## src/rtl/uart_tx_arbiter.sv

```systemverilog
// Round-robin arbiter that lets NREQ byte producers share one uart_transmitter.
// It also owns the transmitter's baud select, deferring updates until the line is quiet.
module uart_tx_arbiter #(
  parameter  int NREQ       = 4,
  parameter  int WAIT_LIMIT = 16,
  localparam int GW         = (NREQ > 1) ? $clog2(NREQ) : 1
) (
  input  logic              clk,
  input  logic              reset,
  input  logic [NREQ-1:0]   req_valid,
  input  logic [8*NREQ-1:0] req_data,
  output logic [NREQ-1:0]   req_ready,
  input  logic              en,
  input  logic [2:0]        cfg_baud,
  input  logic              cfg_baud_wr,
  input  logic              Tx_BUSY,
  output logic [7:0]        Tx_DATA,
  output logic [2:0]        baud_select,
  output logic              Tx_EN,
  output logic              Tx_WR,
  output logic [GW-1:0]     grant_id,
  output logic              busy,
  output logic              err_timeout,
  input  logic              err_clr,
  output logic [1:0]        dbg_state_o
);

  localparam int CW = $clog2(WAIT_LIMIT + 1);

  typedef enum logic [1:0] {
    IDLE      = 2'd0,
    ISSUE     = 2'd1,
    WAIT_ACK  = 2'd2,
    WAIT_DONE = 2'd3
  } state_e;

  state_e          state_q;
  logic [7:0]      tx_data_q;
  logic [2:0]      baud_q;
  logic [2:0]      pend_baud_q;
  logic            pend_q;
  logic            tx_en_q;
  logic            tx_wr_q;
  logic [NREQ-1:0] req_ready_q;
  logic [GW-1:0]   grant_id_q;
  logic            err_q;
  logic [CW-1:0]   wait_cnt_q;
  logic [CW-1:0]   wait_cnt_d;

  logic [7:0]      data_arr [NREQ];
  logic            pick_found;
  logic [GW-1:0]   pick_id;
  logic [NREQ-1:0] pick_oh;
  logic [GW-1:0]   cand;
  int              idx;

  for (genvar g = 0; g < NREQ; g++) begin : g_unpack
    assign data_arr[g] = req_data[8*g +: 8];
  end

  // Search starts one past the last grant, so every requester gets a turn.
  always_comb begin
    pick_found = 1'b0;
    pick_id    = grant_id_q;
    pick_oh    = '0;
    cand       = '0;
    idx        = 0;
    for (int k = 1; k <= NREQ; k++) begin
      idx  = (int'(grant_id_q) + k) % NREQ;
      cand = GW'(idx);
      if (!pick_found && req_valid[cand]) begin
        pick_found = 1'b1;
        pick_id    = cand;
      end
    end
    pick_oh[pick_id] = pick_found;
  end

  assign wait_cnt_d = (wait_cnt_q == CW'(WAIT_LIMIT)) ? wait_cnt_q : wait_cnt_q + CW'(1);

  // Handshake: req_valid[i] means a byte is offered on req_data lane i and may be
  // withdrawn at any time before acceptance; req_ready[i] pulses for exactly one
  // cycle (the Tx_WR cycle) when that byte has been latched, after which the
  // requester presents its next byte or drops valid.
  always_ff @(posedge clk or negedge reset) begin
    if (!reset) begin
      state_q     <= IDLE;
      tx_data_q   <= '0;
      baud_q      <= 3'b111;
      pend_baud_q <= '0;
      pend_q      <= 1'b0;
      tx_en_q     <= 1'b0;
      tx_wr_q     <= 1'b0;
      req_ready_q <= '0;
      grant_id_q  <= GW'(NREQ - 1);
      err_q       <= 1'b0;
      wait_cnt_q  <= '0;
    end else begin
      tx_en_q     <= en;
      tx_wr_q     <= 1'b0;
      req_ready_q <= '0;
      if (err_clr) err_q <= 1'b0;
      if (cfg_baud_wr && state_q != IDLE) begin
        pend_q      <= 1'b1;
        pend_baud_q <= cfg_baud;
      end
      case (state_q)
        IDLE: begin
          // A baud change takes priority over a grant and waits for a quiet line.
          if (cfg_baud_wr || pend_q) begin
            if (!Tx_BUSY) begin
              baud_q <= cfg_baud_wr ? cfg_baud : pend_baud_q;
              pend_q <= 1'b0;
            end else begin
              pend_q <= 1'b1;
              if (cfg_baud_wr) pend_baud_q <= cfg_baud;
            end
          end else if (en && pick_found) begin
            tx_data_q   <= data_arr[pick_id];
            grant_id_q  <= pick_id;
            req_ready_q <= pick_oh;
            tx_wr_q     <= 1'b1;
            state_q     <= ISSUE;
          end
        end
        ISSUE: begin
          wait_cnt_q <= '0;
          state_q    <= WAIT_ACK;
        end
        WAIT_ACK: begin
          if (Tx_BUSY) begin
            state_q <= WAIT_DONE;
          end else if (wait_cnt_q >= CW'(WAIT_LIMIT - 1)) begin
            err_q   <= 1'b1;
            state_q <= IDLE;
          end else begin
            wait_cnt_q <= wait_cnt_d;
          end
        end
        WAIT_DONE: begin
          if (!Tx_BUSY) state_q <= IDLE;
        end
        default: state_q <= IDLE;
      endcase
    end
  end

  assign Tx_DATA     = tx_data_q;
  assign baud_select = baud_q;
  assign Tx_EN       = tx_en_q;
  assign Tx_WR       = tx_wr_q;
  assign req_ready   = req_ready_q;
  assign grant_id    = grant_id_q;
  assign busy        = (state_q != IDLE);
  assign err_timeout = err_q;
  assign dbg_state_o = state_q;

endmodule

```

## config.mk

```make
export PLATFORM = sky130hd
export DESIGN_NAME = uart_tx_arbiter
export DESIGN_NICKNAME = d
export VERILOG_FILES = /design/src/rtl/uart_tx_arbiter.sv
export SDC_FILE = /design/constraint.sdc
export NUM_CORES = 1
export LEC_CHECK = 0
export CORE_UTILIZATION = 45
export DETAILED_ROUTE_END_ITERATION = 6
export MAX_ROUTING_LAYER = met4
export PLACE_DENSITY = 0.94
export SYNTH_ARGS = -nofsm -noshare
export SYNTH_HDL_FRONTEND = slang
export SYNTH_SLANG_ARGS = --single-unit
```

## constraint.sdc

```tcl
create_clock -name clk -period 4.82 [get_ports clk]
set_input_delay 0.723 -clock clk [delete_from_list [all_inputs] [get_ports clk]]
set_output_delay 0.723 -clock clk [all_outputs]
set_load 0.02 [all_outputs]
```

* Yosys cells after proc, flatten, opt, wreduce, memory -nomap -nowiden
Cells that the tools add are included.
** Word-level totals
- Register bits :: 31
- Latch bits :: 0
- RAM bits :: 0
- Memory bits (read-only) :: 0
- Input port bits :: 45
- Output and inout port bits :: 23
- Word-level logic and storage cells :: 107
- Memories kept :: 0
** Operators by class
- Add/sub/neg operators :: 5
- Multipliers :: 0
- Div/mod/pow operators :: 0
- Order comparisons :: 8
- Equality and inequality tests :: 11
- Shift operators :: 0
- Muxes and demuxes :: 51
- Bitwise logic cells :: 4
- Reductions and logical operators :: 17
** Operators with widths (number)
- 1-bit 2-to-1 mux :: 20
- 2-bit 2-to-1 mux :: 9
- 3-bit 2-to-1 mux :: 6
- 8-bit binary-select mux with 2-bit select :: 1
- 8-bit 2-to-1 mux :: 2
- 2-bit by 3-bit less-than comparator with 1-bit output (second input constant) :: 5
- 5-bit 2-to-1 mux :: 3
- 4-bit 2-to-1 mux :: 3
- 2-bit inequality test (second input constant) :: 6
- 5-bit case mux with 2 select lines :: 1
- 1-bit binary-select mux with 2-bit select :: 4
- 2-bit case mux with 4 select lines :: 1
- 4-bit AND reduction :: 2
- 1-bit logical AND :: 6
- 3-bit AND reduction :: 2
- 5-bit by 1-bit adder with 5-bit output (second input constant) :: 1
- 5-bit equality test (second input constant) :: 1
- 5-bit by 4-bit >= comparator with 1-bit output (second input constant) :: 1
- 2-bit by 1-bit adder with 2-bit output (second input constant) :: 2
- 2-bit adder (second input constant) :: 2
- 4-bit bitwise AND :: 1
- 2-bit equality test (second input constant) :: 2
- 2-bit nonzero test :: 2
- 3-bit >= comparator (second input constant) :: 1
- other kinds (9) :: 12

* Depth between registers and ports, before layout
- Depth in word-level cells :: 21
- Depth in mapped cells :: 7
- Depth with buffers taken out :: 7

* Worst setup path before layout
No wires, ideal clock.
- Kind :: input -> register
- From :: input port Tx_BUSY
- To :: register wait_cnt_q[2]
- Setup time :: 0.131 ns
- Data arrival time :: 1.884 ns
- Required time :: 4.689 ns
- Setup slack :: 2.806 ns
- Stages :: 5
- Cell sequence :: or3b_4 > a2111oi_4 > o21ai_1 > a221oi_1 > a21oi_1
** Between the ends
- Word-level cells in the longest chain between the ends :: 2
** RTL lines
- start, declared :: line 16 : input logic Tx_BUSY,
- 2-bit inequality test (no line)
- 4-bit AND reduction (no line)
- end signal, assigned :: line 137 : wait_cnt_q <= wait_cnt_d;
- end, declared :: line 47 : logic [CW-1:0] wait_cnt_q;
Every way passes these cells.
A chain may end at the register's enable or synchronous reset.

* Worst setup path after layout
- From :: input port req_valid[3]
- To :: register tx_data_q[7], in the netlist Tx_DATA[7]
** Between the ends
- Word-level cells in the longest chain between the ends :: 16
- Elaborated cells between the ends (all ways) :: 28
- Classes of those cells :: mux (19); bitwise (1); reduce/logical (8)
** RTL lines
- start, declared :: line 10 : input logic [NREQ-1:0] req_valid,
- 1-bit binary-select mux with 2-bit select :: line 71 : if (!pick_found && req_valid[cand]) begin
- 1-bit 2-to-1 mux (not written as such) :: line 71
- 1-bit 2-to-1 mux :: line 71
- 1-bit logical NOT :: line 71
- 1-bit logical AND :: line 71
- 1-bit 2-to-1 mux :: line 71
- 1-bit logical NOT :: line 71
- 1-bit logical AND :: line 71
- 1-bit 2-to-1 mux :: line 71
- 1-bit logical NOT :: line 71
- 1-bit logical AND :: line 71
- 2-bit 2-to-1 mux :: line 71
- 2-bit NOT with 3-bit output (not written as such) :: line 119 : tx_data_q <= data_arr[pick_id];
- 8-bit binary-select mux with 2-bit select :: line 119
- 8-bit 2-to-1 mux (not written as such) (2 in series) :: line 119
- end signal, assigned :: line 119
- end, declared :: line 38 : logic [7:0] tx_data_q;
Parallel ways exist; a longest one is shown, timed or not. The select of a mux whose other input is x is not followed.

==> flow_metrics.tcl <==
set metrics [dict create \
    dpl_cell_area_um2 2320 \
    synth_flop_cell "dfrtp_1" \
    cts_tree "done" \
    synth_area_per_cell_um2 10.4 \
    fin_crit_sh 0.597 \
    place_hpwl_mm 2.91 \
    fin_nets 270 \
    cts_hold_buf 0 \
    synth_area_leader_cell "dfrtp_1" \
    cts_resized 0 \
    maxCapViolCount 0 \
    drive_above_1_share 0.103 \
    ys_seq_area_frac 0.493 \
    fillCellCount 277 \
    wl_mm 4.00 \
    hold_violations 0 \
    die_area_um2 3760 \
    synth_area_um2 1590 \
    dp.cells 261 \
    ys_seq_elements 31 \
    numPortBuffers 67 \
    dr.pass1.iters 4 \
    root_buffer "clkbuf_4" \
    worstPathRequired_ps 4990 \
    yosys-top-cells-area "dfrtp_1, mux2i_1, dfstp_2" \
    mostFrequentLayoutCells "clkdlybuf4s50_1, dfrtp_1, mux2i_1, nand2_1, nor2_1" \
    multi_input_area_um2 751 \
    place_ws_ps 1650 \
    synth.distinct_cells 32 \
    period_minus_slack_ps 2880 \
    drt-wirelength-per-cell_um 14.9 \
    setup_viol_count_final 0 \
    design_area_um2 2400 \
    final_common_cell "clkdlybuf4s50_1" \
    grt_pass1_wl_mm 6.02 \
    seq_area_um2 782 \
    fin_tns_setup_ps 0 \
    synth_top_area_share 0.410 \
    synth-edff-count 0 \
    crit_path_max_fanout 12 \
    drc 0 \
    clk_pin_slew_ps 110 \
    cts.sinks 31 \
    synthToLayoutAreaGrowth_pct 51.6 \
    crit_path_cell_trace "clkdlybuf4s50_1 > o41ai_2 > inv_1 > o31ai_2 > o221ai_1" \
    grt_usage 0.233 \
    syn-num-nets 201 \
    final_max_slew_viol_count 0 \
    power_density_nw_per_um2 524 \
    clk-insertion-delay-late_ps 330 \
    fin_ws_ps 1940 \
    gp_congestion 0.829 \
    vias 1455 \
    utilization 0.715 \
    ys_async_sr_fraction 1.00 \
    status "finished, final reports clean" \
    h-tree-depth 2 \
    clock.fmax_mhz 347 \
    p_leak_uw 0.00106 \
    antenna_found_initial 0 \
    hold_path.class "reg2reg" \
    crit_type "in2reg" \
    fp-row-count 21 \
    post_cts_buffers 0 \
    coreArea_um2 3360 \
    antenna_left 0 \
    fp.dieH_um 61.4 \
    rsz0062_at_grt "no" \
    routed_via_density 5.41 \
    clockBufferDepth 2 \
    start_util 0.471 \
    cp-end-kind "flop" \
    fin_worst_skew_ps 10.0 \
    arrival_ps 3050 \
    fp.dieW_um 61.4 \
    max-slew-margin-rel 0.213 \
    worst_pin_slew_ps 1180 \
    syn-instance-count 153 \
    cp-start-kind "primary input" \
    cpPeakStageDelay_ps 1040 \
    synth_warnings 0 \
    overflow 0 \
    drt_iter0_drc 38 \
    peakVddDrop_uv 268 \
    io_pins 68 \
    layoutNonFillerInstCount 269 \
    diodes 0 \
    grt_max_degree 32 \
    cts_made_buffers 5 \
    grt_pass1_vias 1362 \
    cp_slowest_cell "o41ai_2" \
]
[power breakdown]
group / internal (uW) / switching, uW / leakage, uW
logic: 291 / 311 / 0.000624
clock network: 123 / 92.7 / 0.0000482
registers: 364 / 78.8 / 0.000385
[critical path: cells and delay by family]
family | cells | cell delay (ps)
AO/OA/AOI/OAI | 3 | 1590
buffers and inverters | 2 | 740
[cells by family after synthesis]
kind of cell,after synthesis,share of synthesized area
and+or+nand+nor,41,0.114
muxes,22,0.141
DFF,31,0.493
adders and majority gates,3,0.0237
AOI/OAI and AO/OA,37,0.178
buffers and inverters,19,0.0489
[worst paths after layout]
path                            cells after the start  slack [ps]              to      startpoint
worst max register to register                      5        2330      Tx_DATA[0]     grant_id[1]
worst max-delay path                                5        1940      Tx_DATA[7]    req_valid[3]
max in group asynchronous                           2        3720     grant_id[1]           reset
min in group asynchronous                           2         770  pend_baud_q[1]           reset
worst min-delay path                                2         510  baud_select[1]  baud_select[1]
worst min register to register                      2         510  baud_select[1]  baud_select[1]
[routing by layer]
metal	global-route usage	wire length (um)	up-vias
met5	-	0	-
met4	0.0921	113	0
met3	0.0819	210	13
met2	0.373	2050	51
met1	0.269	1620	702
li1	-	-	689
[stage by stage]
| stage | power [uW] | hold slack, ps |
|---|---|---|
| 5_1_grt | 1330 | 533 |
| 3_3_place_gp | 1020 | 470 |
| 2_1_floorplan | 794 | 427 |
| 6_report | 1260 | 509 |
| 4_1_cts | 1270 | 514 |
| 3_5_place_dp | 1040 | 484 |
[sequential cells by signal, summed over array words and instances (netlist names)]
register,count
pend_q,1
err_timeout,1
Tx_WR,1
pend_baud_q,3
grant_id,2
req_ready,4
baud_select,3
wait_cnt_q,5
Tx_EN,1
dbg_state_o,2
Tx_DATA,8
[final cells by class]
type | count | share of cell area
tap | 46 | 0.0239
sequential | 31 | 0.325
inverter | 13 | 0.0203
timing repair buffer | 68 | 0.282
clock inverter | 2 | 0.0146
clock buffer | 6 | 0.0213
multi-input combinational | 103 | 0.312
[Yosys cell counts, types with 3 or more instances]
cell	instances
a21oi_1	8
clkbuf_1	3
dfrtp_1	26
dfstp_2	5
ha_1	3
inv_1	13
mux2_2	3
mux2i_1	19
nand2_1	17
nor2_1	14
o21ai_0	6
o221ai_1	9
(Power assumes the default switching activity.)
